===== config.mk =====
export PLATFORM = sky130hd
export DESIGN_NAME = qam_frame_buffer_ctrl_flat
export DESIGN_NICKNAME = d
export VERILOG_FILES = /design/src/rtl/qam_frame_buffer_ctrl_if.sv /design/src/rtl/qam_frame_buffer_ctrl.sv /design/src/flat_wrapper.sv
export SDC_FILE = /design/constraint.sdc
export NUM_CORES = 1
export LEC_CHECK = 0
export BUFFER_PORTS_ARGS = -buffer_cell sky130_fd_sc_hd__buf_2
export CAP_MARGIN = 20
export CORE_UTILIZATION = 45
export CTS_CLUSTER_DIAMETER = 150
export DETAILED_ROUTE_END_ITERATION = 12
export PLACE_DENSITY_LB_ADDON = 0.08
export SLEW_MARGIN = 20
export SYNTH_ARGS = -nofsm -noshare
export SYNTH_HDL_FRONTEND = slang
export SYNTH_SLANG_ARGS = --single-unit

===== constraint.sdc =====
create_clock -name dclk -period 4.6 [get_ports dclk]
set_clock_uncertainty 0.1 [all_clocks]
set_input_delay 0 -clock dclk [delete_from_list [all_inputs] [get_ports dclk]]
set_output_delay 0 -clock dclk [all_outputs]
set_load 0.02 [all_outputs]

===== src/rtl/qam_frame_buffer_ctrl_if.sv =====
// Symbol/host bundle for qam_frame_buffer_ctrl.
// master: demapper/host side that drives symbols and read requests.
// slave: the frame buffer controller.
interface qam_frame_buffer_ctrl_if #(
    parameter int WIDTH = 4,
    parameter int CNT_W = 7
);
    logic             sym_valid;
    logic [WIDTH-1:0] sym_data;
    logic             read_enable;
    logic             rd_valid;
    logic [WIDTH-1:0] rd_data;
    logic             available;
    logic             complete;
    logic             frame_done;
    logic [CNT_W-1:0] fill_level;
    logic [1:0]       state;
    logic [15:0]      drop_count;

    modport master (
        output sym_valid, sym_data, read_enable,
        input  rd_valid, rd_data, available, complete, frame_done,
               fill_level, state, drop_count
    );

    modport slave (
        input  sym_valid, sym_data, read_enable,
        output rd_valid, rd_data, available, complete, frame_done,
               fill_level, state, drop_count
    );
endinterface


===== src/rtl/qam_frame_buffer_ctrl.sv =====
// QAM frame buffer controller: buffers demapped symbols in a FIFO, groups
// them into frames of FRAME_LEN symbols and streams each frame to the host
// under read_enable flow control.
// Optional feature: define QAM_DROP_COUNT_EN to build the saturating
// dropped-symbol counter; otherwise drop_count is tied to zero.
module qam_frame_buffer_ctrl #(
    parameter int WIDTH     = 4,
    parameter int DEPTH     = 64,
    parameter int FRAME_LEN = 64,
    parameter int CNT_W     = $clog2(DEPTH + 1)
) (
    input logic                    dclk,
    input logic                    reset,
    input logic                    enable,
    qam_frame_buffer_ctrl_if.slave bus
);
    localparam int AW = $clog2(DEPTH);
    localparam logic [CNT_W-1:0] FULL_LVL  = CNT_W'(DEPTH);
    localparam logic [CNT_W-1:0] FRAME_LVL = CNT_W'(FRAME_LEN);
    localparam logic [CNT_W-1:0] LAST_POP  = CNT_W'(FRAME_LEN - 1);

    typedef enum logic [1:0] {
        IDLE    = 2'b00,
        RECEIVE = 2'b01,
        READY   = 2'b10,
        READOUT = 2'b11
    } state_t;

    state_t           state_q;
    logic [WIDTH-1:0] mem [DEPTH];
    logic [AW-1:0]    wr_ptr;
    logic [AW-1:0]    rd_ptr;
    logic [CNT_W-1:0] count_q;
    logic [CNT_W-1:0] count_nxt;
    logic [CNT_W-1:0] rd_cnt;
    logic             rd_valid_q;
    logic [WIDTH-1:0] rd_data_q;
    logic             frame_done_q;
    logic             available_q;
    logic             complete_q;

    logic full;
    logic do_pop;
    logic accept;
    logic wr_en;

    // FIFO write/pop decisions for the current cycle
    always_comb begin
        full   = (count_q == FULL_LVL);
        do_pop = (state_q == READOUT) && bus.read_enable;
        accept = 1'b0;
        case (state_q)
            RECEIVE: accept = bus.sym_valid && !full;
            READOUT: accept = bus.sym_valid && (!full || do_pop);
            default: accept = 1'b0;
        endcase
        wr_en     = accept && enable && !reset;
        count_nxt = count_q + CNT_W'(accept) - CNT_W'(do_pop);
    end

    // Symbol storage; no reset needed, validity is tracked by the pointers
    always_ff @(posedge dclk) begin
        if (wr_en) begin
            mem[wr_ptr] <= bus.sym_data;
        end
    end

    // Control FSM with FIFO pointers and registered host-side outputs
    always_ff @(posedge dclk) begin
        if (reset) begin
            state_q      <= IDLE;
            wr_ptr       <= '0;
            rd_ptr       <= '0;
            count_q      <= '0;
            rd_cnt       <= '0;
            rd_valid_q   <= 1'b0;
            rd_data_q    <= '0;
            frame_done_q <= 1'b0;
            available_q  <= 1'b0;
            complete_q   <= 1'b1;
        end else if (!enable) begin
            state_q      <= IDLE;
            wr_ptr       <= '0;
            rd_ptr       <= '0;
            count_q      <= '0;
            rd_cnt       <= '0;
            rd_valid_q   <= 1'b0;
            frame_done_q <= 1'b0;
            available_q  <= 1'b0;
            complete_q   <= 1'b1;
        end else begin
            rd_valid_q   <= do_pop;
            frame_done_q <= 1'b0;
            count_q      <= count_nxt;
            if (do_pop) begin
                rd_data_q <= mem[rd_ptr];
                rd_ptr    <= rd_ptr + AW'(1);
            end
            if (accept) begin
                wr_ptr <= wr_ptr + AW'(1);
            end
            case (state_q)
                IDLE: begin
                    state_q <= RECEIVE;
                end
                RECEIVE: begin
                    if (count_nxt >= FRAME_LVL) begin
                        state_q     <= READY;
                        available_q <= 1'b1;
                        complete_q  <= 1'b0;
                    end
                end
                READY: begin
                    if (bus.read_enable) begin
                        state_q <= READOUT;
                        rd_cnt  <= '0;
                    end
                end
                READOUT: begin
                    if (do_pop) begin
                        if (rd_cnt == LAST_POP) begin
                            rd_cnt       <= '0;
                            frame_done_q <= 1'b1;
                            state_q      <= RECEIVE;
                            available_q  <= 1'b0;
                            complete_q   <= 1'b1;
                        end else begin
                            rd_cnt <= rd_cnt + CNT_W'(1);
                        end
                    end
                end
                default: state_q <= IDLE;
            endcase
        end
    end

`ifdef QAM_DROP_COUNT_EN
    logic        drop_hit;
    logic [15:0] drop_q;

    assign drop_hit = bus.sym_valid && !accept && (state_q != IDLE);

    // Saturating count of refused symbols; only reset clears it
    always_ff @(posedge dclk) begin
        if (reset) begin
            drop_q <= '0;
        end else if (enable && drop_hit && (drop_q != '1)) begin
            drop_q <= drop_q + 16'd1;
        end
    end

    assign bus.drop_count = drop_q;
`else
    assign bus.drop_count = '0;
`endif

    assign bus.state      = state_q;
    assign bus.fill_level = count_q;
    assign bus.rd_valid   = rd_valid_q;
    assign bus.rd_data    = rd_data_q;
    assign bus.frame_done = frame_done_q;
    assign bus.available  = available_q;
    assign bus.complete   = complete_q;
endmodule

===== src/flat_wrapper.sv =====
// flat-port wrapper written by rule: the top's interface ports become plain ports
module qam_frame_buffer_ctrl_flat 
#(
    parameter int WIDTH     = 4,
    parameter int DEPTH     = 64,
    parameter int FRAME_LEN = 64,
    parameter int CNT_W     = $clog2(DEPTH + 1)
)
  (dclk, reset, enable, bus_sym_valid, bus_sym_data, bus_read_enable, bus_rd_valid, bus_rd_data, bus_available, bus_complete, bus_frame_done, bus_fill_level, bus_state, bus_drop_count);
  qam_frame_buffer_ctrl_if #(.WIDTH(WIDTH), .CNT_W(CNT_W)) bus_i ();
  input logic dclk;
  input logic reset;
  input logic enable;
  input wire logic [$bits(bus_i.sym_valid)-1:0] bus_sym_valid;
  input wire logic [$bits(bus_i.sym_data)-1:0] bus_sym_data;
  input wire logic [$bits(bus_i.read_enable)-1:0] bus_read_enable;
  output wire logic [$bits(bus_i.rd_valid)-1:0] bus_rd_valid;
  output wire logic [$bits(bus_i.rd_data)-1:0] bus_rd_data;
  output wire logic [$bits(bus_i.available)-1:0] bus_available;
  output wire logic [$bits(bus_i.complete)-1:0] bus_complete;
  output wire logic [$bits(bus_i.frame_done)-1:0] bus_frame_done;
  output wire logic [$bits(bus_i.fill_level)-1:0] bus_fill_level;
  output wire logic [$bits(bus_i.state)-1:0] bus_state;
  output wire logic [$bits(bus_i.drop_count)-1:0] bus_drop_count;
  assign bus_i.sym_valid = bus_sym_valid;
  assign bus_i.sym_data = bus_sym_data;
  assign bus_i.read_enable = bus_read_enable;
  assign bus_rd_valid = bus_i.rd_valid;
  assign bus_rd_data = bus_i.rd_data;
  assign bus_available = bus_i.available;
  assign bus_complete = bus_i.complete;
  assign bus_frame_done = bus_i.frame_done;
  assign bus_fill_level = bus_i.fill_level;
  assign bus_state = bus_i.state;
  assign bus_drop_count = bus_i.drop_count;
  qam_frame_buffer_ctrl #(.WIDTH(WIDTH), .DEPTH(DEPTH), .FRAME_LEN(FRAME_LEN), .CNT_W(CNT_W)) u_core (.dclk(dclk), .reset(reset), .enable(enable), .bus(bus_i));
endmodule

* Word-level counts from Yosys, hierarchy flattened
Memory sizes are Yosys's and may differ from the RTL's. A register that Yosys moved wholly into a read port is not among the register bits. Cells that the tools add are included. W data, S select, Z words.
Word-level totals: register bits 32, bits in writable memories 256, input port bits 9, output and inout bits 33, logic and storage cells 66, memories kept 1
Cells by class: add/sub/neg operators 5, $lt $le $gt $ge 1, eq/ne operators 9, muxes and demuxes 21, bitwise logic cells 3, reduce and logical (&&, ||, !) cells 17
Memory list:
- u_core.mem | depth 64, width 4, rd ports 1, clocked after Yosys merged registers in 1, wr ports 1, line qam_frame_buffer_ctrl.sv:30 | logic [WIDTH-1:0] mem [DEPTH];
Operators by type and width (number):
- $mux W7 | 3
- $pmux W7 S2 | 1
- $add A6 B1 Y6 const B | 2
- $mux W1 | 9
- $mux W2 | 4
- $pmux W2 S4 | 1
- $reduce_and A4 Y1 | 2
- $add A7 B1 Y7 | 1
- $add A7 B1 Y7 const B | 1
- $eq A7 B6 Y1 const B | 1
- $eq A7 B7 Y1 const B | 1
- $ge A7 B7 Y1 const B | 1
- $sub A7 B1 Y7 | 1
- $pmux W1 S2 | 3
- $logic_and A1 B1 Y1 | 5
- $eq A2 B2 Y1 const B | 2
- $ne A2 B1 Y1 const B | 2
- $ne A2 B2 Y1 const B | 2
- $reduce_bool A2 Y1 | 2
- $reduce_or A4 Y1 | 1
- $not A1 Y1 | 3
- $reduce_and A3 Y1 | 1
- $eq A2 B1 Y1 const B | 1
- $logic_not A1 Y1 | 2
- 4 further kinds | 4

* Depth between registers and ports, before layout
Gate-level depths: netlist (run 1).
word-level depth 10, depth in mapped cells 14, gate-level depth less buffers 13

* Least setup slack after synthesis (run 1)
OpenSTA, ideal clock, no wires.
kind reg-to-reg, start register u_core.state_q[0] (netlist: u_core.bus.state[0]), end register u_core.complete_q (netlist: u_core.bus.complete), library setup time 0.122 ns, arrival time 3.415 ns, data required time 4.378 ns, path slack 0.963 ns, cell stages (with the launch flop) 14, buffers on the path 0, period minus slack after synthesis 3.637 ns, path through dfxtp_1 -> ha_1 -> nand2_1 -> inv_2 -> ha_1 -> inv_1 -> ha_1 -> fa_1 -> a21oi_2 -> o21bai_2 -> a2111oi_4 -> nor3_2 -> or4b_1 -> a221o_1
On the way: word-level cells in the longest chain between the ends 10, elaborated cells between the ends (all ways) 15, classes of those cells add/sub: 2; order compare: 1; eq/ne: 5; mux: 2; reduce/logical: 5
Ends and longest elaborated chain:
- start, declared | line qam_frame_buffer_ctrl.sv:29 | state_t state_q;
- start signal, assigned | line qam_frame_buffer_ctrl.sv:71 | state_q <= IDLE;
- start signal, assigned | line qam_frame_buffer_ctrl.sv:82 | state_q <= IDLE;
- start signal, assigned | line qam_frame_buffer_ctrl.sv:104 | state_q <= RECEIVE;
- $eq A2 B2 Y1 (*) | line qam_frame_buffer_ctrl.sv:50 | do_pop = (state_q == READOUT) && bus.read_enable;
- $logic_and A1 B1 Y1 (*) | line qam_frame_buffer_ctrl.sv:50
- net u_core.do_pop | line qam_frame_buffer_ctrl.sv:43 | logic do_pop;
- $logic_or A1 B1 Y1 | line qam_frame_buffer_ctrl.sv:54 | READOUT: accept = bus.sym_valid && (!full || do_pop);
- $logic_and A1 B1 Y1 | line qam_frame_buffer_ctrl.sv:54
- $pmux W1 S2 | line qam_frame_buffer_ctrl.sv:52 | case (state_q)
- $add A7 B1 Y7 | line qam_frame_buffer_ctrl.sv:58 | count_nxt = count_q + CNT_W'(accept) - CNT_W'(do_pop);
- $sub A7 B1 Y7 | line qam_frame_buffer_ctrl.sv:58
- $ge A7 B7 Y1 | line qam_frame_buffer_ctrl.sv:107 | if (count_nxt >= FRAME_LVL) begin
- $ne A2 B1 Y1 (no source line)
- $reduce_and A4 Y1 (no source line) (*)
- end signal, assigned | line qam_frame_buffer_ctrl.sv:80 | complete_q <= 1'b1;
- end signal, assigned | line qam_frame_buffer_ctrl.sv:110 | complete_q <= 1'b0;
- end signal, assigned | line qam_frame_buffer_ctrl.sv:126 | complete_q <= 1'b1;
- end, declared | line qam_frame_buffer_ctrl.sv:40 | logic complete_q;
The timed path passes the listed nets; every way through them passes the cells marked *. A chain may end at the register's enable or synchronous reset.

* Worst setup path after layout (run 1)
Same ends and word-level chain as after synthesis.

==> results of run 1 <==
==> through the flow <==
step | instance area (µm²) | instances | hold slack, ns
floorplan | 12000 | 748 | -0.00113
global placement | 12400 | 1071 | 0.320
detailed placement | 12400 | 1071 | 0.317
CTS | 13400 | 1132 | 0.0312
global route | 13500 | 1134 | 0.0573
finish | 13500 | 1134 | 0.0328
==> layer usage <==
layer / share of wire (%) / wire [µm]
met5: 0 / 0
met4: 1.6 / 414
met3: 4.8 / 1250
met2: 49 / 12800
met1: 45 / 11700
==> final timing paths <==
check / startpoint / end / slack [ns] / cells after the start
worst max-delay path: u_core.bus.state[0] / u_core.bus.complete / 0.73 / 13
worst max register to register: u_core.bus.state[0] / u_core.bus.complete / 0.73 / 13
worst min-delay path: bus_sym_data[1] / u_core.mem[7][1] / 0.03 / 2
worst min register to register: u_core.rd_cnt[6] / u_core.rd_cnt[6] / 0.37 / 2
==> placed cells by master, fill, tap and decap left out, types with 5 or more instances in the layout <==
cell,count
a211oi_1,6
a21oi_1,19
a22oi_1,12
buf_2,23
buf_4,14
clkbuf_16,31
clkinv_1,7
clkinv_2,6
conb_1,16
dfxtp_1,33
dlygate4sd3_1,7
edfxtp_1,256
ha_1,15
inv_1,13
mux2i_1,41
mux4_2,50
nand2_1,27
nand3_1,12
nand4_1,7
nor2_1,97
nor2b_1,9
o21ai_0,6
o21ai_1,6
o221ai_1,8
o22ai_1,5
xnor2_1,8
xor2_1,10
==> report_power, final <==
part | internal, µW | switching [µW]
registers | 2880 | 4.10
clock network | 1450 | 990
logic | 28.4 | 83.5
==> state kept, by name (all words and copies together), names as in the netlist <==
name / count
u_core.rd_cnt: 7
u_core.bus.rd_valid: 1
u_core.bus.complete: 1
u_core.bus.state: 2
u_core.bus.fill_level: 7
u_core.bus.frame_done: 1
u_core.wr_ptr: 6
u_core.bus.rd_data: 4
u_core.mem: 256
u_core.rd_ptr: 6
u_core.bus.available: 1
==> logic make-up after synthesis <==
kind of cell               synth area share [%]
muxes                                      12.9
and+or+nand+nor                            6.58
AOI/OAI and AO/OA                          4.52
DFF                                        70.3
other                                    0.0314
adders and majority gates                  1.74
buffers and inverters                      2.64
xor gates and xnor gates                   1.32
==> worst register-to-register path: stages, from the launching register on <==
cell and delay, ns:
dfxtp_1 0.35, ha_1 0.30, nand2_1 0.26, inv_2 0.15
ha_1 0.30, inv_1 0.04, ha_1 0.20, fa_1 0.44
a21oi_2 0.15, o21bai_2 0.11, a2111oi_4 0.38, nor3_2 0.13
or4b_1 0.54, a221o_1 0.30
==> layout make-up <==
cell class                      instances  area, µm²  area share [%]
Timing Repair Buffer                   44        290            2.16
Sequential cell                       292       8410            62.5
Inverter                               14       52.6           0.390
Clock inverter                         21        206            1.53
Clock buffer                           35        791            5.87
Tap cell                              335        419            3.11
Multi-Input combinational cell        393       3290            24.4
==> metrics.cfg, run 1 <==
[outcome]
outcome=finished clean

[synth]
netlist_top_cells_count=edfxtp_1, nor2_1, mux4_2, mux2i_1, dfxtp_1
ys_types=50
synthesis.instances=733
syn-cell-area_um2=12000
synth_edf_count=256
ys_ff_latch=292
synth_most_common_cell=edfxtp_1
yosysWarnings=0
postSynthAreaPerCell_um2=16.3
synth-seq-area-share_pct=70.3
synth-async-reset-ratio_pct=0
synth.area.top_cells=edfxtp_1, mux4_2, dfxtp_1, mux2i_1, nor2_1
synthFlopType=edfxtp_1
yosysTopAreaCell=edfxtp_1
synth_top_area_share_pct=64.3

[final_layout]
nets=800
syn2layout_area_growth_pct=12.6
drive_gt1_share_pct=17.6
fill_cells=2145
diodes=0
utilization_pct=51.7

[sta]
setup_viol=0
fmax_mhz=258
period_minus_slack_ns=3.87
maxSlewHeadroom_pct=36.9
worst_pin_slew_ns=0.944
hold_viol=0
final_max_slew_viol_count=0
setup_ws_ns=0.727
finalCritPeriodShare_pct=84.2
rsz0062_at_grt=false
tns_ns=0

[global_routing]
track_usage_pct=20.0
met1_usage_pct=28.6
busiest_layer=met2
grt_pass1_wl_mm=39.6
grt.met3_usage_pct=2.54
antenna_found_initial=0
overflow=0
grt_pass1_vias=6538
grtUsageMet2_pct=32.6
grt_start_max_net_pins=65

[power_and_ir_drop]
cellLeakagePower_uw=0.00420
total_power_uw=5430
vdd_drop_max_uv=273
power_density_nw_per_um2=404

[route]
avgRoutedWirePerCell_um=23.0
first_iter_violations=532
route.detailed.drc=0
routed_via_density=5.65
wirelength_mm=26.1
firstDrtPassIters=4
antenna_left=0
dr_total_vias=6407

[worst_setup_path]
end_kind=flop
crit_fanout=9
path_cells=ha_1, nand2_1, inv_2, ha_1, inv_1, ha_1, fa_1, a21oi_2, o21bai_2, a2111oi_4, nor3_2, or4b_1, a221o_1
critPathSlowestCell=or4b_1
crit_family=adder cells
critical_path_arrival_ns=4.21
path_common_cell=ha_1
cp_num_buf_inv=2
critPathMaxStageDelay_ns=0.54
worst-setup-path-type=flop to flop
required_ns=4.94
worstSetupStartpointType=flop

[floorplan]
io_pins=42
die_area_um2=27200
start_util_pct=45.9
num_rows=59
fp.dieW_um=165
dieHeight_um=165
core_um2=26100

[clocking]
cts-buffers-inserted=30
cts_setup_buffers=0
cts_tree=built
cts_buffer_depth=3
cts_num_sinks=292
root_buffer=clkbuf_16
clock_latency_ns=0.55
cts_hold_buffers=5
clk_pin_slew_ns=0.06
cts-resized-gates=0
h-tree-depth=1

[hold_path]
worstHoldPathType=input port to flop

[run]
cap_violations=0

[place]
place_congestion=0.824
pre_cts_ws_ns=0.724
io_buffers=25
dpl.hpwl_mm=16.5

Power figures use the tool's default switching activity.
==> inputs of run 2 (changes only) <==
--- a/config.mk
+++ b/config.mk
@@ -5,6 +5,7 @@
 export SDC_FILE = /design/constraint.sdc
 export NUM_CORES = 1
 export LEC_CHECK = 0
+export ABC_AREA = 1
 export BUFFER_PORTS_ARGS = -buffer_cell sky130_fd_sc_hd__buf_2
 export CAP_MARGIN = 20
 export CORE_UTILIZATION = 45
==> constraint.sdc (replaced) <==
create_clock -name dclk -period 4 [get_ports dclk]
set_clock_uncertainty 0.1 [all_clocks]
set_input_delay 0 -clock dclk [delete_from_list [all_inputs] [get_ports dclk]]
set_output_delay 0 -clock dclk [all_outputs]
set_load 0.02 [all_outputs]
==> metrics.cfg, run 2 <==
[worst_setup_path]
critical_path_arrival_ns=3.10
required_ns=4.05
crit_fanout=9
worstSetupStartpointType=flop
end_kind=flop
worst-setup-path-type=flop to flop

[power_and_ir_drop]
power.internal_uw=5280
power_density_nw_per_um2=457
total_power_uw=6590
vdd_drop_max_uv=267
power_frac_seq_pct=50.5
p_switching_uw=1310
cellLeakagePower_uw=0.00560
swShare_pct=19.9
pwr-share-clk_pct=46.8
comb_power_share_pct=2.8

[final_layout]
multi_input_area_um2=3630
nets=1342
diodes=0
largest_register_ffs=256
fill_cells=2613
drive_gt1_share_pct=7.52
final_cell_area_um2=14400
fin_cells=1721
final_common_cell=nand2_1
syn2layout_area_growth_pct=12.3
top_register=u_core.mem
mostFrequentLayoutCells=nand2_1, edfxtp_1, nor2_1, nand3_1, inv_1
ff_latch_area_um2=8410

[sta]
rsz0062_at_grt=false
setup_ws_ns=0.952
finalCritPeriodShare_pct=76.2
final_max_slew_viol_count=0
setup_viol=0
maxSlewHeadroom_pct=43.2
worst_pin_slew_ns=0.851
period_minus_slack_ns=3.05
tns_ns=0
hold_viol=0
fmax_mhz=328

[route]
dr_total_vias=8837
avgRoutedWirePerCell_um=18.2
first_iter_violations=740
route.detailed.drc=0
firstDrtPassIters=5
antenna_left=0
routed_via_density=5.13
wirelength_mm=31.4

[floorplan]
io_pins=42
die_area_um2=29200
fp.dieW_um=171
dieHeight_um=171
core_um2=27900
start_util_pct=46.0
num_rows=61

[synth]
synthesis.instances=1292
syn-cell-area_um2=12900
synth-simple-area-share_pct=22.8
synth_mux_area_share_pct=0
synth_top_area_share_pct=59.8
synthXorXnorAreaFrac_pct=0.273
synth.area.top_cells=edfxtp_1, nand2_1, nand3_1, dfxtp_1, nor2_1
postSynthAreaPerCell_um2=9.95
yosysTopAreaCell=edfxtp_1
synth_most_common_cell=nand2_1
synthAdderAreaFrac_pct=1.62
netlist_top_cells_count=nand2_1, edfxtp_1, nor2_1, nand3_1, inv_1
synth-async-reset-ratio_pct=0
synth_compound_area_share_pct=3.12
synth-seq-area-share_pct=65.4
synthFlopType=edfxtp_1
synth_edf_count=256
yosysWarnings=0
ys_types=32
ys_ff_latch=292
synth_top_family_by_area=simple AND/OR/NAND/NOR gates

[hold_path]
worstHoldPathType=input port to flop

[clocking]
clock_latency_ns=0.51
cts_tree=built
cts-buffers-inserted=34
root_buffer=clkbuf_16
cts_num_sinks=292
h-tree-depth=2
clk_pin_slew_ns=0.06
cts_buffer_depth=3
cts-resized-gates=0

[place]
dp_cells=1653
place_congestion=0.814
dpl.hpwl_mm=18.8
pre_cts_ws_ns=1.02
dpl_cell_area_um2=13200
io_buffers=25

[global_routing]
grt_pass1_wl_mm=48.0
antenna_found_initial=0
grt_start_max_net_pins=95
track_usage_pct=22.2
grt_pass1_vias=8512
overflow=0

[outcome]
outcome=finished clean

[run]
cap_violations=0

run 2: cell types whose count changed after synthesis, moves of 8 or more:
cell	change
nand2_1	+328
nand3_1	+143
inv_1	+112
nor2_1	+61
mux4_2	-50
mux2i_1	-41
o21ai_0	+29
buf_2	+22
a21oi_1	+19
a22oi_1	-12
nor2b_1	-9
o221ai_1	-8
run 2: area by class of cell:
class / instances / share of cell area (%)
Clock buffer: 54 / 7.20
Clock inverter: 8 / 0.659
Inverter: 131 / 3.42
Multi-Input combinational cell: 816 / 25.2
Sequential cell: 292 / 58.3
Tap cell: 378 / 3.28
Timing Repair Buffer: 42 / 1.99
run 2: critical path, stage by stage (launching register included):
cell	delay, ns
dfxtp_1	0.40
ha_1	0.36
nand2_2	0.17
nand4_1	0.14
nand2_2	0.12
nor2_1	0.18
nand4_1	0.65
nor2_1	0.57
run 2: power by group through the flow:
stage / Sequential (µW) / Combinational [µW] / Clock, µW
2_1_floorplan: 3400 / 99.7 / 0
3_3_place_gp: 3390 / 181 / 0
3_5_place_dp: 3390 / 181 / 0
4_1_cts: 3330 / 186 / 3150
5_1_grt: 3320 / 205 / 3260
6_report: 3330 / 183 / 3080
run 2: kinds of logic (layout without fill, tap and decap cells):
kind of cell	count (synthesis)	in the layout
simple gates	702	702
other cells	1	16
flops	292	292
compound gates	78	78
buf+inv	199	235
xor+xnor	4	4
fa+ha+maj	16	16
run 2: through the flow:
stage          hold WS [ns]  util, %
2_1_floorplan      -0.00113        -
3_3_place_gp          0.291     47.4
3_5_place_dp          0.301     47.4
4_1_cts              0.0467     51.7
5_1_grt              0.0612     51.7
6_report             0.0423     51.7
run 2: worst paths after layout:
check                                         start           endpoint  slack (ns)  cells after the start
worst max-delay path            u_core.bus.state[0]  u_core.mem[26][1]        0.95                      7
worst min-delay path                bus_sym_data[2]  u_core.mem[49][2]        0.04                      1
worst max register to register  u_core.bus.state[0]  u_core.mem[26][1]        0.95                      7
worst min register to register     u_core.rd_cnt[6]   u_core.rd_cnt[6]        0.35                      2
run 2: timing repair:
action,4_1_cts,5_1_grt
endpoints found under the hold margin,61,0
setup endpoints to repair,0,0
buffers inserted,0,0
hold buffers,6,0
run 2: routing by layer:
metal | share of wire (%) | track usage [%] | vias to the layer above
li1 | - | - | 4315
met1 | 45 | 30.4 | 4203
met2 | 46 | 35.5 | 262
met3 | 5.3 | 3.35 | 57
met4 | 3.2 | 8.58 | 0
met5 | 0 | 0 | -
==> inputs of run 3 (changes only) <==
--- a/config.mk
+++ b/config.mk
@@ -5,7 +5,7 @@
 export SDC_FILE = /design/constraint.sdc
 export NUM_CORES = 1
 export LEC_CHECK = 0
-export ABC_AREA = 1
+export ABC_AREA = 0
 export BUFFER_PORTS_ARGS = -buffer_cell sky130_fd_sc_hd__buf_2
 export CAP_MARGIN = 20
 export CORE_UTILIZATION = 45
==> constraint.sdc (replaced) <==
create_clock -name dclk -period 2.9 [get_ports dclk]
set_clock_uncertainty 0.1 [all_clocks]
set_input_delay 0 -clock dclk [delete_from_list [all_inputs] [get_ports dclk]]
set_output_delay 0 -clock dclk [all_outputs]
set_load 0.02 [all_outputs]
==> metrics.cfg, run 3 (synthesized netlist as in run 1, its figures left out) <==
[clocking]
root_buffer=clkbuf_16
clock_latency_ns=0.56
cts_tree=built
cts_buffer_depth=3
cts-buffers-inserted=31
clk_pin_slew_ns=0.06
cts_num_sinks=292
h-tree-depth=1

[route]
routed.top_layer=met4
wl_met3_mm=1.38
first_iter_violations=443
antenna_left=0
wl_met2_mm=12.5
firstDrtPassIters=5
routed_via_density=5.59
wirelength_mm=26.5
dr_total_vias=6557
met1_length_mm=12.0
route.detailed.drc=0
avgRoutedWirePerCell_um=22.6

[power_and_ir_drop]
cellLeakagePower_uw=0.00442
power_frac_seq_pct=53.6
comb_power_share_pct=2.5
swShare_pct=19.8
power_density_nw_per_um2=612
total_power_uw=8540
vdd_drop_max_uv=438
pwr-share-clk_pct=43.9
p_switching_uw=1690
power.internal_uw=6840

[floorplan]
fp.dieW_um=165
die_area_um2=27200
core_um2=26100
io_pins=42
start_util_pct=45.9
dieHeight_um=165
num_rows=59

[outcome]
violations=negative setup slack
outcome=finished, violations left

[global_routing]
antenna_found_initial=0
overflow=0
grt_start_max_net_pins=65
grt_pass1_vias=6930
track_usage_pct=20.5
grt_pass1_wl_mm=40.9

[final_layout]
largest_register_ffs=256
final_cell_area_um2=13900
drive_gt1_share_pct=24.2
syn2layout_area_growth_pct=16.7
nets=843
mostFrequentLayoutCells=edfxtp_1, nor2_1, mux4_2, buf_4, mux2i_1
final_common_cell=edfxtp_1
top_register=u_core.mem
diodes=0

[sta]
rsz0062_at_grt=true
setup_ws_ns=-0.283
setup_viol=3
fmax_mhz=314
final_max_slew_viol_count=0
finalCritPeriodShare_pct=110
worst_pin_slew_ns=0.819
maxSlewHeadroom_pct=45.3
hold_viol=0
period_minus_slack_ns=3.18

[place]
place_congestion=0.826
dpl.hpwl_mm=17.2
dpl_cell_area_um2=12700
io_buffers=25

[worst_setup_path]
worstSetupStartpointType=flop
crit_fanout=3
critical_path_arrival_ns=3.52
end_kind=flop
worst-setup-path-type=flop to flop
required_ns=3.24
rrSetupSlack_ns=-0.28

[hold_path]
worstHoldPathType=input port to flop

[run]
cap_violations=0

run 3: cell count changes in the layout (fill, tap and decap cells not counted), sizes merged, moves of 41 or more:
cell and change:
mux4 +50, mux2i +41, inv -114, nand3 -146, nand2 -331, nor2 -63
run 3: final timing paths:
| kind | from | end | cells past startpoint |
|---|---|---|---|
| hold reg to reg | u_core.rd_cnt[6] | u_core.rd_cnt[6] | 2 |
| setup / recovery | u_core.bus.state[0] | u_core.bus.complete | 13 |
| setup reg to reg | u_core.bus.state[0] | u_core.bus.complete | 13 |
| hold / removal | bus_read_enable | u_core.rd_ptr[0] | 7 |
run 3: cell type report:
cell class                 instances  area [µm²]
timing repair buffer              86         681
clock inverter                    18         166
tap                              335         419
multi-input combinational        393        3400
sequential                       292        8430
fill                            2088       12100
inverter                          14        60.1
clock buffer                      36         795
run 3: routing by layer:
| layer | track usage, % | vias to the layer above |
|---|---|---|
| met3 | 3.49 | 50 |
| met4 | 6.76 | 0 |
| met2 | 32.5 | 193 |
| met5 | 0 | - |
| li1 | - | 2979 |
| met1 | 28.8 | 3335 |
run 3: critical path: stages, from the launching register on:
cell	delay [ns]
dfxtp_4	0.36
ha_4	0.17
nand2_4	0.07
inv_4	0.04
ha_4	0.25
inv_2	0.04
ha_4	0.15
fa_2	0.35
a21oi_2	0.16
o21bai_2	0.11
a2111oi_4	0.31
nor3_2	0.10
or4b_4	0.55
a221o_1	0.31
run 3: power by group through the flow:
stage	clock network, µW	logic (µW)	registers, µW
2_1_floorplan	0	96.8	4670
3_3_place_gp	0	186	4660
3_5_place_dp	0	196	4660
4_1_cts	3820	212	4570
5_1_grt	3990	237	4570
6_report	3750	213	4570
run 3: repair_timing:
| action | 4_1_cts | 5_1_grt |
|---|---|---|
| setup buffers | 6 | 2 |
| endpoints found under the hold margin | 92 | 128 |
| gates resized for setup | 15 | 1 |
| endpoints found under the setup margin | 36 | 4 |
| hold buffers | 10 | 2 |
| pin swaps | 3 | 1 |
run 3: through the flow:
stage	TNS [ns]	hold slack [ns]	setup WS [ns]	util, %	cells
floorplan	-0.630	-0.00113	-0.350	-	748
global placement	-0.643	0.317	-0.326	48.8	1100
detailed placement	-2.13	0.318	-0.380	48.9	1101
CTS	-0.423	0.0280	-0.272	53.3	1170
global route	-1.07	0.0512	-0.427	53.5	1174
finish	-0.482	0.0520	-0.283	53.5	1174
